[config.mk]
export PLATFORM = sky130hd
export DESIGN_NAME = dmem_arbiter
export DESIGN_NICKNAME = d
export VERILOG_FILES = /design/src/rtl/dmem_pkg.sv /design/src/rtl/rr_prio_pick.sv /design/src/rtl/dmem_arbiter.sv
export SDC_FILE = /design/constraint.sdc
export NUM_CORES = 1
export LEC_CHECK = 0
export ABC_CLOCK_PERIOD_IN_PS = 3100
export CORE_AREA = 2 2 86 88
export CTS_CLUSTER_DIAMETER = 50
export DETAILED_ROUTE_END_ITERATION = 6
export DIE_AREA = 0 0 88 90
export MAX_ROUTING_LAYER = met4
export PLACE_DENSITY_LB_ADDON = 0.3
export SLEW_MARGIN = 10
export SYNTH_ARGS = -nofsm -noshare
export SYNTH_HDL_FRONTEND = slang
export SYNTH_SLANG_ARGS = --single-unit
[constraint.sdc]
create_clock -name CLK -period 3.1 [get_ports CLK]
set_input_delay 0.62 -clock CLK [delete_from_list [all_inputs] [get_ports CLK]]
set_output_delay 0.62 -clock CLK [all_outputs]
set_load 0.1 [all_outputs]
[src/rtl/dmem_pkg.sv]
// Shared types and constants for the data-memory arbiter and its requesters.
package dmem_pkg;

  // Request fields are sized for the widest supported memory and then trimmed by the users.
  localparam int unsigned REQ_ADDR_MAX = 32;
  localparam int unsigned REQ_DATA_MAX = 64;

  localparam logic [1:0] BSEL_BYTE = 2'b00;
  localparam logic [1:0] BSEL_HALF = 2'b01;
  localparam logic [1:0] BSEL_WORD = 2'b10;

  localparam logic PORT_LSU = 1'b0;
  localparam logic PORT_DBG = 1'b1;

  typedef struct packed {
    logic                    we;
    logic [REQ_ADDR_MAX-1:0] addr;
    logic [REQ_DATA_MAX-1:0] wdata;
    logic [1:0]              bsel;
    logic                    sign;
  } dmem_req_t;

endpackage

[src/rtl/rr_prio_pick.sv]
// Two-way winner select, either round-robin or fixed priority with a starvation guard.
module rr_prio_pick
  import dmem_pkg::*;
#(
  parameter bit          FIXED_PRIO = 1'b0,
  parameter int unsigned MAX_CONSEC = 4
) (
  input  logic       CLK,
  input  logic       RST_N,
  input  logic       req0,
  input  logic       req1,
  output logic       gnt0,
  output logic       gnt1,
  output logic       winner,
  output logic [3:0] consec_cnt
);

  localparam logic [3:0] MAX_C = 4'(MAX_CONSEC);

  logic       last_winner_reg, last_winner_next;
  logic [3:0] consec_cnt_reg, consec_cnt_next;

  always_comb begin
    winner           = PORT_LSU;
    gnt0             = 1'b0;
    gnt1             = 1'b0;
    last_winner_next = last_winner_reg;
    consec_cnt_next  = consec_cnt_reg;

    if (req0 && req1) begin
      if (FIXED_PRIO) winner = (consec_cnt_reg == MAX_C) ? PORT_DBG : PORT_LSU;
      else            winner = ~last_winner_reg;
    end else if (req1) begin
      winner = PORT_DBG;
    end

    if (RST_N) begin
      gnt0 = req0 && (winner == PORT_LSU);
      gnt1 = req1 && (winner == PORT_DBG);
    end

    if (gnt0 || gnt1) last_winner_next = winner;

    // Only contested port-0 wins count toward the guard; any break in port-1 demand resets it.
    if (!FIXED_PRIO || !req1 || gnt1) consec_cnt_next = 4'd0;
    else if (gnt0 && consec_cnt_reg != MAX_C) consec_cnt_next = consec_cnt_reg + 4'd1;
  end

  always_ff @(posedge CLK) begin
    if (!RST_N) begin
      last_winner_reg <= PORT_DBG;
      consec_cnt_reg  <= 4'd0;
    end else begin
      last_winner_reg <= last_winner_next;
      consec_cnt_reg  <= consec_cnt_next;
    end
  end

  assign consec_cnt = consec_cnt_reg;

endmodule

[src/rtl/dmem_arbiter.sv]
// Shares the single-port DMEM between the load/store unit (port 0) and the debug/DMA master (port 1).
module dmem_arbiter
  import dmem_pkg::*;
#(
  parameter int unsigned ADDR_DEPTH = 14,
  parameter int unsigned DATA_WIDTH = 32,
  parameter bit          FIXED_PRIO = 1'b0,
  parameter int unsigned MAX_CONSEC = 4
) (
  input  logic                  CLK,
  input  logic                  RST_N,
  input  logic                  REQ0,
  input  logic                  REQ1,
  input  logic                  WE0,
  input  logic                  WE1,
  input  logic [ADDR_DEPTH-1:0] ADDR0,
  input  logic [ADDR_DEPTH-1:0] ADDR1,
  input  logic [DATA_WIDTH-1:0] WDATA0,
  input  logic [DATA_WIDTH-1:0] WDATA1,
  input  logic [1:0]            BSEL0,
  input  logic [1:0]            BSEL1,
  input  logic                  SIGN0,
  input  logic                  SIGN1,
  output logic                  GNT0,
  output logic                  GNT1,
  output logic                  RVALID0,
  output logic                  RVALID1,
  output logic [DATA_WIDTH-1:0] RDATA,
  output logic                  M_RDEN,
  output logic                  M_WEN,
  output logic [1:0]            M_BYTE_SEL,
  output logic                  M_SIGN,
  output logic [ADDR_DEPTH-1:0] M_ADDR,
  output logic [DATA_WIDTH-1:0] M_DATA_IN,
  input  logic [DATA_WIDTH-1:0] M_DATA_OUT
);

  dmem_req_t req0, req1, sel;
  logic      winner;
  logic      any_gnt;
  logic [3:0] consec_cnt;
  logic      rd_pend_reg, rd_pend_next;
  logic      rd_id_reg, rd_id_next;

  rr_prio_pick #(
    .FIXED_PRIO (FIXED_PRIO),
    .MAX_CONSEC (MAX_CONSEC)
  ) u_pick (
    .CLK        (CLK),
    .RST_N      (RST_N),
    .req0       (REQ0),
    .req1       (REQ1),
    .gnt0       (GNT0),
    .gnt1       (GNT1),
    .winner     (winner),
    .consec_cnt (consec_cnt)
  );

  always_comb begin
    req0 = '0;
    req1 = '0;
    req0.we    = WE0;
    req0.addr[ADDR_DEPTH-1:0]  = ADDR0;
    req0.wdata[DATA_WIDTH-1:0] = WDATA0;
    req0.bsel  = BSEL0;
    req0.sign  = SIGN0;
    req1.we    = WE1;
    req1.addr[ADDR_DEPTH-1:0]  = ADDR1;
    req1.wdata[DATA_WIDTH-1:0] = WDATA1;
    req1.bsel  = BSEL1;
    req1.sign  = SIGN1;
  end

  assign any_gnt = GNT0 | GNT1;

  // Idle cycles present an all-zero request so DMEM sees quiet inputs.
  always_comb begin
    sel = '0;
    if (any_gnt) sel = (winner == PORT_DBG) ? req1 : req0;
  end

  assign M_RDEN     = any_gnt & ~sel.we;
  assign M_WEN      = any_gnt &  sel.we;
  assign M_BYTE_SEL = sel.bsel;
  assign M_SIGN     = sel.sign;
  assign M_ADDR     = sel.addr[ADDR_DEPTH-1:0];
  assign M_DATA_IN  = sel.wdata[DATA_WIDTH-1:0];

  always_comb begin
    rd_pend_next = M_RDEN;
    rd_id_next   = M_RDEN ? winner : rd_id_reg;
  end

  always_ff @(posedge CLK) begin
    if (!RST_N) begin
      rd_pend_reg <= 1'b0;
      rd_id_reg   <= PORT_LSU;
    end else begin
      rd_pend_reg <= rd_pend_next;
      rd_id_reg   <= rd_id_next;
    end
  end

  assign RVALID0 = rd_pend_reg && (rd_id_reg == PORT_LSU);
  assign RVALID1 = rd_pend_reg && (rd_id_reg == PORT_DBG);
  assign RDATA   = M_DATA_OUT;

endmodule

==> reports/results.txt, run 1 <==
HP Class - flip-flop to flip-flop
Largest net degree at the start of global routing - 31
Clk sinks - 3
Non-filler instance count after layout - 438
Final worst-path cycle share - 94.9%
Max frequency - 340 MHz
Post-route ant nets - 0
Vias in the first global route - 1803
Yosys reg bits - 3
Hold buffer count at CTS - 0
Syn nets - 353
Hpwl dp - 4590 microns
PnR Total Power - 0.00100 W
Via count - 1834
Avg WL per Cell - 12.9 microns
Total die area - 7920 sq um
Max-Cap Viols - 0
Total track usage - 13.7%
Register-to-Register Path Depth - 3
Clk root buf - clkbuf_8
CP startpoint - REQ1
Synth cell types - 20
Die Ht - 90 microns
Worst slew pin tran - 0.305 ns
Pleak - 1.31 nW
Worst Clk Skew - 0.00176 ns
FF-to-FF Start - u_pick.last_winner_reg
Core box area - 7020 sq um
Syn Std Cell Area - 1230 sq um
Cell count after synthesis - 217
Final hold vios - 0
Pre-antenna DRT Iters - 4
Initial Utilization - 17.6%
Reg2reg end - rd_pend_reg
Antenna violations before repair - 0
CTS Buffer Depth - 2
Relative slew margins - 79.6%
Worst path slowest cell - clkdlybuf4s50_1
Final core occ - 48.4%
Worst path cell trace - clkdlybuf4s50_1 > a21boi_4 > buf_4 > nand2_1 > a21oi_2 > buf_12
Setup violators final - 0
Critical path capture point type - output port
Setup slack, reg-to-reg - 2.03 ns
Tmin final - 2.94 ns
IO Port Bufs - 158
RSZ-0062 raised after global routing - false
Sequential area share after synthesis - 4.87%
Post-CTS Setup Bufs - 0
Total grt overflow - 0
CP arrival - 2.32 ns
CTS H-tree depth - 1
Nets - 476
Clock latency reported for the late side of the worst-skew pair - 0.21 ns
Post-route setup slack - 0.159 ns
Crit path kind - input pin to output port
Post_cts resized - 0
Yosys warns - 0
# rows - 31
Initial DRC count - 49
Layout cells sized above 1 - 35.1%
First-pass GRT wire length - 8670 microns
Startpoint types - input pin
Status - completed
Commonest non-fill, non-tap cell in the layout - clkdlybuf4s50_1
GP Congestion - 0.733
DRT Wirelength - 5670 microns
N_diodes - 0
Area Growth Syn to Fin - 175%
Residual DRC count - 0
Setup TNS - 0 ns
Synthesized area per cell - 5.69 sq um
Post-place setup slack - 0.184 ns
CP max stage delay - 0.64 ns
Worst path required time - 2.48 ns
Commonest cells after routing, fill and taps aside - clkdlybuf4s50_1 (103), nand2_1 (99), buf_12 (57)
Fin. max-slew vios - 0
Setup crit end - M_DATA_IN[28]
Vias per cell - 4.19
Worst-path clk slew - 0.03 ns
Clock buffer count from CTS - 3
Chip width - 88 microns
TritonCTS clock tree - built
Crit Path Max Fanout - 19
PD cells - 295 nW/um^2
Cell Count Post-Placement - 434
I/O pins - 223
Peak supply drop - 0.118 mV
## synth_stat cells (all sizes together)
master | number | area, sq um
nor2 | 1 | 3.75
a311oi | 1 | 8.76
a21boi | 1 | 18.8
buf | 48 | 364
nor2b | 4 | 25.0
nand2 | 99 | 372
nand3 | 1 | 5.00
a21oi | 49 | 298
and3 | 1 | 6.26
nor3b | 1 | 7.51
o21ai | 2 | 13.8
and2 | 2 | 12.5
dfxtp | 3 | 60.1
a21bo | 1 | 16.3
nand2b | 2 | 12.5
mux2i | 1 | 10.0
## critical path, delay by kind of cell
kind            cells  cell delay [ns]
simple gates        1             0.10
buf+inv             3             1.11
compound gates      2             0.48
## where the power goes
| part | total [W] | internal [W] | switching [W] |
|---|---|---|---|
| registers | 0.0000445 | 0.0000415 | 0.00000300 |
| clock network | 0.000113 | 0.0000876 | 0.0000253 |
| logic | 0.000843 | 0.000343 | 0.000500 |
## worst min-delay path by stage
| stage | startpoint | to | cells after the start |
|---|---|---|---|
| 6_report | rd_id_reg | rd_id_reg | 2 |
| 5_1_grt | rd_id_reg | rd_id_reg | 2 |
| 4_1_cts | rd_id_reg | rd_id_reg | 2 |
| 3_5_place_dp | rd_id_reg | rd_id_reg | 2 |
| 3_3_place_gp | rd_id_reg | rd_id_reg | 2 |
| 2_1_floorplan | rd_id_reg | rd_id_reg | 2 |
## cells by family after synthesis
| group | after synthesis | synth area share, % |
|---|---|---|
| and+or+nand+nor | 111 | 36.0 |
| DFF | 3 | 4.87 |
| AOI/OAI and AO/OA | 54 | 28.8 |
| muxes | 1 | 0.811 |
| buffers and inverters | 48 | 29.5 |
## per-stage QoR
step	hold WS [ns]	cell area (sq um)
2_1_floorplan	0.475	1370
3_3_place_gp	0.500	3350
3_5_place_dp	0.513	3350
4_1_cts	0.525	3400
5_1_grt	0.545	3400
6_report	0.528	3400
## area by class of cell
| type | instances | area (sq um) |
|---|---|---|
| clock buffer | 4 | 45.0 |
| timing repair buffer | 166 | 2220 |
| multi-input combinational | 166 | 951 |
| sequential | 3 | 60.1 |
| tap | 99 | 124 |
| fill | 701 | 3620 |
## layer usage
layer	up-vias	track usage (%)	wire, microns
met3	18	1.74	380
met4	0	3.21	105
met1	820	14.9	2070
met5	-	-	0
li1	911	-	-
met2	85	25.8	3120
(Power assumes the default switching activity.)
==> run 2: changes to the inputs <==
--- a/config.mk
+++ b/config.mk
@@ -6,13 +6,14 @@
 export NUM_CORES = 1
 export LEC_CHECK = 0
 export ABC_CLOCK_PERIOD_IN_PS = 3100
-export CORE_AREA = 2 2 86 88
+export CORE_AREA = 2 2 87 89
 export CTS_CLUSTER_DIAMETER = 50
 export DETAILED_ROUTE_END_ITERATION = 6
-export DIE_AREA = 0 0 88 90
+export DIE_AREA = 0 0 89 91
 export MAX_ROUTING_LAYER = met4
 export PLACE_DENSITY_LB_ADDON = 0.3
 export SLEW_MARGIN = 10
 export SYNTH_ARGS = -nofsm -noshare
 export SYNTH_HDL_FRONTEND = slang
+export SYNTH_HIERARCHICAL = 1
 export SYNTH_SLANG_ARGS = --single-unit
==> run 2 against run 1 <==
  * Clock-buffer cell count is the same
  * Cell count decreased by 11%
  * Clock power barely moved
  * Clock skew is 0.00087 ns lower
  * Synthesized area shrank 0.91%
  * Worst hold slack got worse by 0.034 ns
  * Synthesized cell count shrank 24%
  * Global-route usage is 1.1 points lower
  * Non-clock buffer count is 1 lower
==> reports/results.txt, run 2 <==
GP Congestion - 0.676 (-7.7%)
Vias in the first global route - 1611 (-11%)
DP Area - 3580 sq um (+6.7%)
Commonest cells after routing, fill and taps aside - clkdlybuf4s50_1 (103), buf_12 (55), nor2_4 (51)
DRT Wirelength - 5280 microns (-6.8%)
Worst Clk Skew - 0.000891 ns (-0.000866 ns)
Final core occ - 50.8% (+2.4 points)
PnR Total Power - 0.00114 W (+14%)
Peak supply drop - 0.0988 mV (-16%)
IO Port Bufs - 158 (unchanged)
Post-route ant nets - 0 (unchanged)
Avg WL per Cell - 13.5 microns (+4.6%)
Hpwl dp - 4570 microns (-0.41%)
Pleak - 1.35 nW (+2.7%)
Initial DRC count - 23 (-53%)
Clk sinks - 3 (unchanged)
Final worst-path cycle share - 94.7% (-0.14 points)
Layout cells sized above 1 - 41.6% (+6.5 points)
Nets - 428 (-10%)
Initial Utilization - 17.1% (-0.44 points)
Worst path required time - 2.48 ns (about the same)
Status - completed
Worst slew pin tran - 0.319 ns (+0.0131 ns)
Startpoint types - input pin
Core box area - 7140 sq um (+1.7%)
I/O pins - 223 (unchanged)
Die Ht - 91 microns (+1.1%)
Residual DRC count - 0 (unchanged)
Fin. max-slew vios - 0 (unchanged)
PD cells - 315 nW/um^2 (+6.7%)
Crit path kind - input pin to output port
TritonCTS clock tree - built
Syn nets - 301 (-15%)
Setup violators final - 0 (unchanged)
Fillers - 650 (-7.3%)
Total die area - 8100 sq um (+2.3%)
CTS H-tree depth - 1 (unchanged)
First-pass GRT wire length - 7910 microns (-8.8%)
Setup TNS - 0 ns (unchanged)
Synthesized area per cell - 7.41 sq um (+30%)
Critical path capture point type - output port
Vias per cell - 4.03 (-3.7%)
Pre-antenna DRT Iters - 4 (unchanged)
CP startpoint - REQ1
Hold buffer count at CTS - 0 (unchanged)
Setup slack, reg-to-reg - 1.64 ns (-0.39 ns)
RSZ-0062 raised after global routing - false
Relative slew margins - 78.2% (-1.4 points)
# rows - 31 (unchanged)
Syn Std Cell Area - 1220 sq um (-0.91%)
Crit Path Max Fanout - 20 (+1)
Total grt overflow - 0 (unchanged)
Hold_sp - rd_id_reg
Antenna violations before repair - 0 (unchanged)
Clock latency reported for the late side of the worst-skew pair - 0.22 ns (about the same)
Footprint of the multi-input gates - 1200 sq um (+26%)
Clk root buf - clkbuf_8
Final Instance Area - 3620 sq um (+6.6%)
Area Growth Syn to Fin - 196%
Max-Cap Viols - 0 (unchanged)
Clock buffer count from CTS - 3 (unchanged)
FF-to-FF Start - u_pick/last_winner_reg
Tmin final - 2.94 ns (-0.00428 ns)
Yosys warns - 6 (+6)
CP arrival - 2.32 ns (about the same)
Non-filler instance count after layout - 390 (-11%)
Final hold vios - 0 (unchanged)
Sequential standard cell area - 60.1 sq um (unchanged)
Post_cts resized - 0 (unchanged)
N_diodes - 0 (unchanged)
Cell count after synthesis - 165 (-24%)
Commonest non-fill, non-tap cell in the layout - clkdlybuf4s50_1
Worst-path clk slew - 0.03 ns (about the same)
Post-CTS Setup Bufs - 0 (unchanged)
Max frequency - 340 MHz (+0.15%)
CTS Buffer Depth - 2 (unchanged)
HP Class - flip-flop to flip-flop
Chip width - 89 microns (+1.1%)
Total track usage - 12.6% (-1.1 points)
Largest net degree at the start of global routing - 30 (-3.2%)
Cell Count Post-Placement - 386 (-11%)
Via count - 1573 (-14%)
run 2: cell count changes in the layout (fill, tap and decap cells not counted), sizes merged, moves of 2 or more:
cell    previous run  this run
nand2             99         1
nor2               1        53
mux2i              1        50
a21oi             49         1
nor2b              4         1
and2               2         4
inv                0         2
nand2b             2         0
run 2: worst max-delay path: stages:
cell	delay [ns]
clkdlybuf4s50_1	0.49
a21boi_4	0.21
buf_4	0.34
mux2i_1	0.26
and2_1	0.20
buf_12	0.19
run 2: layout make-up:
cell class	count	area share, %
Multi-Input combinational cell	117	33.2
Sequential cell	3	1.66
Inverter	2	0.207
Clock buffer	4	1.24
Tap cell	99	3.42
Timing Repair Buffer	165	60.3
run 2: routing by layer:
metal  vias up  share of wire [%]  GRT usage [%]
met5         -                  0              -
met4         0                1.8           3.48
met3        18                7.5           2.36
met2        70                 60           24.8
met1       715                 31           12.2
li1        770                  -              -
run 2: path summary, 6_finish.rpt:
kind / to / depth (start not counted)
max reg2reg: rd_pend_reg / 5
min: rd_id_reg / 2
max: M_RDEN / 6
min reg2reg: rd_id_reg / 2
run 2: where the power goes:
| group | internal [W] | switching [W] |
|---|---|---|
| clock network | 0.0000879 | 0.0000285 |
| registers | 0.0000408 | 0.00000176 |
| logic | 0.000399 | 0.000582 |
run 2: through the flow:
stage	hold slack (ns)	worst slack [ns]
4_1_cts	0.502	0.125
3_5_place_dp	0.497	0.143
6_report	0.494	0.163
2_1_floorplan	0.460	0.183
5_1_grt	0.533	0.0555
3_3_place_gp	0.479	0.175
==> run 3: changes to the inputs <==
--- a/config.mk
+++ b/config.mk
@@ -7,6 +7,7 @@
 export LEC_CHECK = 0
 export ABC_CLOCK_PERIOD_IN_PS = 3100
 export CORE_AREA = 2 2 87 89
+export CTS_BUF_LIST = sky130_fd_sc_hd__clkbuf_4 sky130_fd_sc_hd__clkbuf_8 sky130_fd_sc_hd__clkbuf_16
 export CTS_CLUSTER_DIAMETER = 50
 export DETAILED_ROUTE_END_ITERATION = 6
 export DIE_AREA = 0 0 89 91
==> run 3 against run 2 <==
  * Clock-buffer cell count unchanged
  * Worst setup slack got worse by 0.0018 ns
  * First-iteration DRC count increased by 4.3%
  * Sequential cell count unchanged
  * Total power increased by 0.61%
  * Fmax about the same
  * Clock power increased by 6%
  * Clock skew decreased by 0.00057 ns
  * Combinational power about the same
  * Utilization increased by 0.053 points
  * Critical path depth unchanged
  * Critical path type unchanged
==> reports/results.txt, run 3 (synthesis gave the netlist of run 2 again) <==
Status - completed
Final worst-path cycle share - 94.8% (about the same)
Nets - 428 (unchanged)
HP Class - flip-flop to flip-flop
PnR Total Power - 0.00115 W (+0.61%)
Fin. max-slew vios - 0 (unchanged)
Setup slack, reg-to-reg - 1.64 ns (about the same)
CTS Buffer Depth - 2 (unchanged)
Vias in the first global route - 1610 (-0.062%)
Residual DRC count - 0 (unchanged)
Setup TNS - 0 ns (unchanged)
Initial DRC count - 24 (+4.3%)
Register-to-Register Path Depth - 5 (unchanged)
Max frequency - 340 MHz (about the same)
Hpwl dp - 4570 microns (unchanged)
PD cells - 316 nW/um^2 (+0.51%)
Clk root buf - clkbuf_8
Total track usage - 12.6% (unchanged)
Clock buffer count from CTS - 3 (unchanged)
TritonCTS clock tree - built
Startpoint types - input pin
CP arrival - 2.32 ns (about the same)
Clock latency reported for the late side of the worst-skew pair - 0.21 ns (about the same)
Worst path required time - 2.48 ns (about the same)
Max-Cap Viols - 0 (unchanged)
Layout cells sized above 1 - 41.9% (+0.34 points)
Worst Clk Skew - 0.000317 ns (-0.000573 ns)
Core box area - 7140 sq um (unchanged)
Commonest non-fill, non-tap cell in the layout - clkdlybuf4s50_1
Chip width - 89 microns (unchanged)
Relative slew margins - 78.2% (unchanged)
Final hold vios - 0 (unchanged)
Vias per cell - 4.04 (+0.19%)
Area Growth Syn to Fin - 197%
Crit Path Max Fanout - 20 (unchanged)
CTS H-tree depth - 1 (unchanged)
WHS Path Cells - 2 (unchanged)
Die Ht - 91 microns (unchanged)
Hold buffer count at CTS - 0 (unchanged)
Peak supply drop - 0.0988 mV (about the same)
Post-CTS Setup Bufs - 0 (unchanged)
Tmin final - 2.94 ns (+0.00179 ns)
Initial Utilization - 17.1% (unchanged)
IO Port Bufs - 158 (unchanged)
Largest net degree at the start of global routing - 30 (unchanged)
Antenna violations before repair - 0 (unchanged)
Setup violators final - 0 (unchanged)
Worst-path clk slew - 0.03 ns (about the same)
Total grt overflow - 0 (unchanged)
Worst slew pin tran - 0.319 ns (unchanged)
RSZ-0062 raised after global routing - false
Post_cts resized - 0 (unchanged)
Critical path capture point type - output port
Crit path kind - input pin to output port
N_diodes - 0 (unchanged)
I/O pins - 223 (unchanged)
# rows - 31 (unchanged)
First-pass GRT wire length - 7940 microns (+0.27%)
Commonest cells after routing, fill and taps aside - clkdlybuf4s50_1 (103), buf_12 (55), nor2_4 (51)
Via count - 1576 (+0.19%)
Post-route ant nets - 0 (unchanged)
Pleak - 1.35 nW (+0.25%)
Avg WL per Cell - 13.5 microns (about the same)
DRT Wirelength - 5280 microns (about the same)
GP Congestion - 0.676 (unchanged)
Clk sinks - 3 (unchanged)
Total die area - 8100 sq um (unchanged)
Pre-antenna DRT Iters - 3 (-1)
## run 3: cell types whose count changed in the layout (fill, tap and decap cells not counted)
| cell | delta |
|---|---|
| clkbuf_4 | +1 |
| clkbuf_1 | -1 |
## run 3: report_power, final
group / total, W / switching [W] / internal, W / leakage (nW)
logic: 0.000981 / 0.000582 / 0.000399 / 1.30
registers: 0.0000425 / 0.00000173 / 0.0000408 / 0.0246
clock network: 0.000123 / 0.0000267 / 0.0000965 / 0.0262
total: 0.00115 / 0.000610 / 0.000536 / 1.35
## run 3: area by class of cell
cell class	count	area, sq um
multi-input combinational	117	1200
inverter	2	7.51
clock buffer	4	48.8
tap	99	124
sequential	3	60.1
timing repair buffer	165	2180
fill	649	3510
## run 3: stage by stage
step | hold WS [ns] | cells | setup WS [ns] | utilization (%) | area (sq um)
2_1_floorplan | 0.460 | 165 | 0.183 | - | 1610
3_3_place_gp | 0.479 | 386 | 0.175 | 50.1 | 3580
3_5_place_dp | 0.497 | 386 | 0.143 | 50.1 | 3580
4_1_cts | 0.502 | 390 | 0.125 | 50.8 | 3630
5_1_grt | 0.533 | 390 | 0.0555 | 50.8 | 3630
6_report | 0.494 | 390 | 0.161 | 50.8 | 3630
## run 3: worst paths after layout
path                          startpoint           to
setup reg to reg  u_pick/last_winner_reg  rd_pend_reg
hold / removal                 rd_id_reg    rd_id_reg
setup / recovery                    REQ1       M_RDEN
hold reg to reg                rd_id_reg    rd_id_reg
## run 3: worst max-delay path: stages
cell and delay [ns]:
clkdlybuf4s50_1 0.49, a21boi_4 0.21, buf_4 0.34, mux2i_1 0.26, and2_1 0.20, buf_12 0.19
## run 3: per-layer routing
layer / track usage [%] / routed length (microns) / part of all wire, %
met1: 12.3 / 1640 / 31
met2: 24.9 / 3160 / 60
met3: 2.00 / 377 / 7.1
met4: 3.48 / 97 / 1.8
met5: - / 0 / 0
